<file path="src/rtl/pipe_hazard_ctrl.sv">
// Stall/flush sequencer for a 5-stage pipe: hazard detection, MDU occupancy, DMem handshake.
// Optional saturating stall counters are built when PIPE_STALL_CNT_EN is defined.
module pipe_hazard_ctrl #(
  parameter int MDU_CYCLES = 32,
  parameter int CNT_W      = 32
) (
  input  logic             clk,
  input  logic             rst,
  input  logic             IF_IMemReady,
  input  logic [4:0]       ID_Rs,
  input  logic [4:0]       ID_Rt,
  input  logic             ID_NeedRs,
  input  logic             ID_NeedRt,
  input  logic             ID_WantRs,
  input  logic             ID_WantRt,
  input  logic             ID_BranchTaken,
  input  logic             EX_RegWrite,
  input  logic             EX_MemRead,
  input  logic [4:0]       EX_RtRd,
  input  logic             EX_MduStart,
  input  logic             MEM_RegWrite,
  input  logic             MEM_MemRead,
  input  logic             MEM_MemWrite,
  input  logic [4:0]       MEM_RtRd,
  input  logic             DMem_Ready,
  output logic             DMem_Req,
  output logic             IF_Stall,
  output logic             ID_Stall,
  output logic             EX_Stall,
  output logic             MEM_Stall,
  output logic             WB_Stall,
  output logic             IF_Flush,
  output logic             PC_Hold,
  output logic             MDU_Busy,
  output logic [CNT_W-1:0] Cnt_LoadUse,
  output logic [CNT_W-1:0] Cnt_Mem,
  output logic [CNT_W-1:0] Cnt_Mdu
);

  typedef enum logic {M_IDLE, M_WAIT} mem_state_e;
  typedef enum logic [1:0] {X_IDLE, X_BUSY, X_DONE} mdu_state_e;

  localparam logic [7:0] MDU_LOAD = 8'(MDU_CYCLES - 1);

  mem_state_e mem_state_q, mem_state_d;
  mdu_state_e mdu_state_q, mdu_state_d;
  logic [7:0] mdu_cnt_q, mdu_cnt_d;
  logic       flush_pend_q, flush_pend_d;

  logic mem_op, mem_stall, mdu_start, mdu_stall, ex_stall;
  logic lu, br, id_stall, flush;

  function automatic logic regMatch(input logic [4:0] dst, input logic [4:0] src);
    return (dst != 5'd0) && (dst == src);
  endfunction

  assign mem_op    = MEM_MemRead | MEM_MemWrite;
  assign mem_stall = mem_op & ~DMem_Ready;
  assign mdu_start = (mdu_state_q == X_IDLE) & EX_MduStart;
  assign mdu_stall = mdu_start | (mdu_state_q == X_BUSY);
  assign ex_stall  = mdu_stall | mem_stall;

  assign lu = EX_MemRead & EX_RegWrite &
              ((regMatch(EX_RtRd, ID_Rs) & (ID_WantRs | ID_NeedRs)) |
               (regMatch(EX_RtRd, ID_Rt) & (ID_WantRt | ID_NeedRt)));

  assign br = (ID_NeedRs & ((EX_RegWrite & regMatch(EX_RtRd, ID_Rs)) |
                            (MEM_MemRead & MEM_RegWrite & regMatch(MEM_RtRd, ID_Rs)))) |
              (ID_NeedRt & ((EX_RegWrite & regMatch(EX_RtRd, ID_Rt)) |
                            (MEM_MemRead & MEM_RegWrite & regMatch(MEM_RtRd, ID_Rt))));

  assign id_stall = lu | br | ex_stall;
  assign flush    = (ID_BranchTaken | flush_pend_q) & ~id_stall;

  // BUSY lasts MDU_CYCLES-1 cycles: the start cycle is the first stalled cycle.
  always_comb begin
    mem_state_d  = mem_state_q;
    mdu_state_d  = mdu_state_q;
    mdu_cnt_d    = mdu_cnt_q;
    flush_pend_d = flush_pend_q;
    case (mem_state_q)
      M_IDLE:  if (mem_op && !DMem_Ready) mem_state_d = M_WAIT;
      M_WAIT:  if (DMem_Ready) mem_state_d = M_IDLE;
      default: mem_state_d = M_IDLE;
    endcase
    case (mdu_state_q)
      X_IDLE: begin
        if (EX_MduStart) begin
          if (MDU_LOAD == 8'd0) begin
            mdu_state_d = X_DONE;
          end else begin
            mdu_state_d = X_BUSY;
            mdu_cnt_d   = MDU_LOAD;
          end
        end
      end
      X_BUSY: begin
        mdu_cnt_d = mdu_cnt_q - 8'd1;
        if (mdu_cnt_q == 8'd1) mdu_state_d = X_DONE;
      end
      X_DONE:  if (!mem_stall) mdu_state_d = X_IDLE;
      default: mdu_state_d = X_IDLE;
    endcase
    if (flush) flush_pend_d = 1'b0;
    else if (ID_BranchTaken && id_stall) flush_pend_d = 1'b1;
  end

  always_ff @(posedge clk or negedge rst) begin
    if (!rst) begin
      mem_state_q  <= M_IDLE;
      mdu_state_q  <= X_IDLE;
      mdu_cnt_q    <= 8'd0;
      flush_pend_q <= 1'b0;
    end else begin
      mem_state_q  <= mem_state_d;
      mdu_state_q  <= mdu_state_d;
      mdu_cnt_q    <= mdu_cnt_d;
      flush_pend_q <= flush_pend_d;
    end
  end

  assign DMem_Req  = rst & (mem_state_q == M_IDLE) & mem_op;
  assign MEM_Stall = rst & mem_stall;
  assign EX_Stall  = rst & ex_stall;
  assign ID_Stall  = rst & id_stall;
  assign IF_Stall  = rst & ~IF_IMemReady;
  assign WB_Stall  = 1'b0;
  assign PC_Hold   = rst & (~IF_IMemReady | id_stall);
  assign IF_Flush  = rst & flush;
  assign MDU_Busy  = rst & ((mdu_state_q != X_IDLE) | mdu_start);

`ifdef PIPE_STALL_CNT_EN
  logic [CNT_W-1:0] cnt_lu_q, cnt_mem_q, cnt_mdu_q;

  always_ff @(posedge clk or negedge rst) begin
    if (!rst) begin
      cnt_lu_q  <= '0;
      cnt_mem_q <= '0;
      cnt_mdu_q <= '0;
    end else begin
      if (lu && !ex_stall && cnt_lu_q != '1) cnt_lu_q <= cnt_lu_q + CNT_W'(1);
      if (mem_stall && cnt_mem_q != '1) cnt_mem_q <= cnt_mem_q + CNT_W'(1);
      if (mdu_stall && !mem_stall && cnt_mdu_q != '1) cnt_mdu_q <= cnt_mdu_q + CNT_W'(1);
    end
  end

  assign Cnt_LoadUse = rst ? cnt_lu_q  : '0;
  assign Cnt_Mem     = rst ? cnt_mem_q : '0;
  assign Cnt_Mdu     = rst ? cnt_mdu_q : '0;
`else
  assign Cnt_LoadUse = '0;
  assign Cnt_Mem     = '0;
  assign Cnt_Mdu     = '0;
`endif

endmodule

</file>
<file path="config.mk">
export PLATFORM = sky130hd
export DESIGN_NAME = pipe_hazard_ctrl
export DESIGN_NICKNAME = d
export VERILOG_FILES = /design/src/rtl/pipe_hazard_ctrl.sv
export SDC_FILE = /design/constraint.sdc
export NUM_CORES = 1
export LEC_CHECK = 0
export BUFFER_PORTS_ARGS = -buffer_cell sky130_fd_sc_hd__clkbuf_2
export CORE_ASPECT_RATIO = 1.1
export CORE_MARGIN = 2
export CORE_UTILIZATION = 36
export CTS_CLUSTER_SIZE = 16
export DETAILED_ROUTE_END_ITERATION = 10
export HOLD_SLACK_MARGIN = 0.06
export PLACE_DENSITY_LB_ADDON = 0.2
export SLEW_MARGIN = 20
export SYNTH_ARGS = -nofsm -noshare
export SYNTH_HDL_FRONTEND = slang
export SYNTH_SLANG_ARGS = --single-unit
</file>
<file path="constraint.sdc">
create_clock -name clk -period 1.4 [get_ports clk]
set_input_delay 0.14 -clock clk [delete_from_list [all_inputs] [get_ports clk]]
set_output_delay 0.14 -clock clk [all_outputs]
set_load 0.1 [all_outputs]
</file>
==> results.ini <==
[critical_path]
slowest_stage=or4_1
arrival_ns=1.62
path_cells=clkbuf_2, or4_1, o21ai_2, o221ai_4, buf_4, and2_4, buf_12
crit_required_ns=1.26
crit_family=simple AND/OR/NAND/NOR gates
path_class=input pin to output pin
setup.worst_path.end_class=output pin
start_kind=input pin
crit_path_max_incr_delay_ns=0.57
path_buf_inv=3
critPathMaxFanout=2

[floorplan]
dieHeight_um=75.6
core-area_mm2=0.00455
core.rowCount=26
ios=140
initial_utilization_pct=36.8
dieArea_mm2=0.00522
fp.dieW_um=69.1

[final_layout]
syn_to_final_growth_pct=28.6
final_cell_count_no_fill=330
drive_gt1_share_pct=38.3
fin_nets=312
final_core_util_pct=47.3
fill_cells=467
multi_input_area_mm2=0.00113
regArea_um2=300
diodes=0
stdcell_area_mm2=0.00216

[synthesis]
synth-seq-cells=12
synth_cells=199
synth_cell_type_count=40
yosysTopAreaCellShare_pct=43.4
synthMuxAreaShare_pct=1.19
synth_compound_area_share_pct=10.1
netlist_area_mm2=0.00168
synth_simple_gate_area_share_pct=14.2
synthTopCellsByArea=buf_4 43%, dfrtp_1 18%, xor2_1 9.4%
synth_top_family_by_area=buffers and inverters
synth_top_flop_cell=dfrtp_1
synth_edf_count=0
synth_fa_ha_area_share_pct=1.49
synth_warnings=0
yosysTopAreaCell=buf_4
avgSynthCellArea_um2=8.43
yosysSeqAreaShare_pct=17.9
synth_xor_area_share_pct=10.4
async_reset_ff_share_pct=100

[detailed_routing]
ant_nets=0
drc=0
routed_wl_um=3310
drt_iter0_drc=26
avgViaCountPerCell=3.88
dr.pass1.iters=4
vias=1282
wire_per_inst_um=10.0

[global_routing]
grt_pass1_wl_um=4930
grt_pass1_vias=1084
grt_util_all_layers_pct=11.7
grt_max_degree=9
grt_overflow=0
antenna_found_initial=0

[sta]
hold_viol=0
grt_setup_unrepaired=true
maxSlewViolCount=0
fin_crit_ns=1.76
clock_skew_ns=0.00339
setup_viol=11
setup_tns_ns=-1.68
finalCritPeriodShare_pct=126
timing.fmax_mhz=568
worst_slack_ns=-0.361

[clocking]
path_clk_slew_ns=0.06
cts_buffers=3
cts.htree.levels=1
root_buffer=clkbuf_8
clkSinkCount=12
cts_buffer_depth=2
clk_latency_ns=0.25
cts_tree=yes

[placement]
postPlaceCellArea_mm2=0.00194
portBuffers=42
dp.cells=320
post-place-ws_ns=-0.354
gp_congestion=0.853
post-dp-hpwl_um=2800

[power_and_ir_drop]
power.leakage_nw=1.13
irDropWorstVdd_mv=0.610
power.density_mw_per_mm2=1040

[hold_path]
hold_class=input pin to flip-flop

[job]
drv_cap=0

[outcome]
status=finished, violations left
violations=negative setup slack

-- timing repair --
item / CTS / global route
pin swaps: 3 / 4
endpoints found under the hold margin: 12 / 1
setup endpoints to repair: 10 / 14
hold buffers: 1 / 1
buffers inserted: 1 / 3
resized for setup: 6 / 16
-- layout make-up --
type                       instances  area share (%)
multi-input combinational        182            52.6
inverter                           3           0.522
tap                               56            3.25
timing repair buffer              73            27.2
clock buffer                       4            2.55
sequential                        12            13.9
-- layer usage --
layer / up-vias / global-route usage (%) / part of all wire, %
met5: - / 0 / 0
met3: 6 / 1.32 / 8.1
met2: 80 / 23.4 / 54
li1: 620 / - / -
met1: 576 / 12.8 / 37
met4: 0 / 4.58 / 1.8
-- logic make-up (layout without fill, tap and decap cells) --
group | count (synthesis) | in the layout
other | 1 | 97
DFF | 12 | 12
adders and majority gates | 2 | 2
muxes | 2 | 2
and+or+nand+nor | 39 | 39
buffers and inverters | 101 | 80
xor gates and xnor gates | 20 | 20
AOI/OAI and AO/OA | 22 | 22
-- power by group --
part	leakage [nW]	switching, W	total (W)	internal, W
Clock	0.0288	0.000143	0.000392	0.000249
Sequential	0.125	0.00000152	0.000350	0.000349
Combinational	0.980	0.00133	0.00149	0.000160
Total	1.13	0.00147	0.00223	0.000758
-- registers in the layout, summed over array words and instances (netlist names) --
| name | cells |
|---|---|
| mdu_cnt_q | 8 |
| mdu_state_q | 2 |
| flush_pend_q | 1 |
| mem_state_q | 1 |
-- metrics by stage --
| step | total power, W | hold WS, ns |
|---|---|---|
| floorplan | 0.00185 | -0.156 |
| global placement | 0.00181 | -0.0284 |
| detailed placement | 0.00181 | -0.0184 |
| CTS | 0.00222 | 0.0785 |
| global route | 0.00229 | 0.0901 |
| finish | 0.00223 | 0.0812 |
-- cells in the final DEF, fill, tap and decap left out, types with 3 or more instances in the layout --
| master | Yosys | layout |
|---|---|---|
| clkbuf_8 | 0 | 4 |
| nand2_1 | 4 | 3 |
| nor2_1 | 10 | 10 |
| xor2_1 | 18 | 18 |
| nor4_2 | 0 | 4 |
| dfrtp_1 | 12 | 12 |
| o21ai_1 | 3 | 3 |
| clkbuf_2 | 0 | 34 |
| and2_1 | 5 | 3 |
| buf_6 | 0 | 4 |
| a21oi_1 | 3 | 3 |
| conb_1 | 1 | 97 |
| buf_12 | 0 | 8 |
| buf_4 | 97 | 25 |
-- final timing paths --
kind / slack (ns) / end / cells after the start / start
setup / recovery: -0.36 / ID_Stall / 7 / EX_RtRd[0]
min in group asynchronous: 0.14 / mdu_cnt_q[2] / 3 / rst
max in group asynchronous: 0.69 / mem_state_q / 3 / rst
setup reg to reg: -0.15 / mdu_cnt_q[5] / 6 / mdu_state_q[0]
hold reg to reg: 0.50 / mdu_cnt_q[6] / 1 / mdu_cnt_q[6]
hold / removal: 0.08 / mem_state_q / 2 / DMem_Ready
-- Yosys cell counts, drive strengths merged, types with 2 or more instances --
cell	instances
dfrtp	12
a21oi	3
or3	2
and2	5
nor4	4
inv	3
o211ai	2
a22oi	2
ha	2
mux2i	2
or4	3
nor2	10
buf	98
xnor2	2
nor3	3
nand2	4
nor3b	2
o21ai	5
xor2	18
Note: power is estimated with default switching activity, not from simulation.
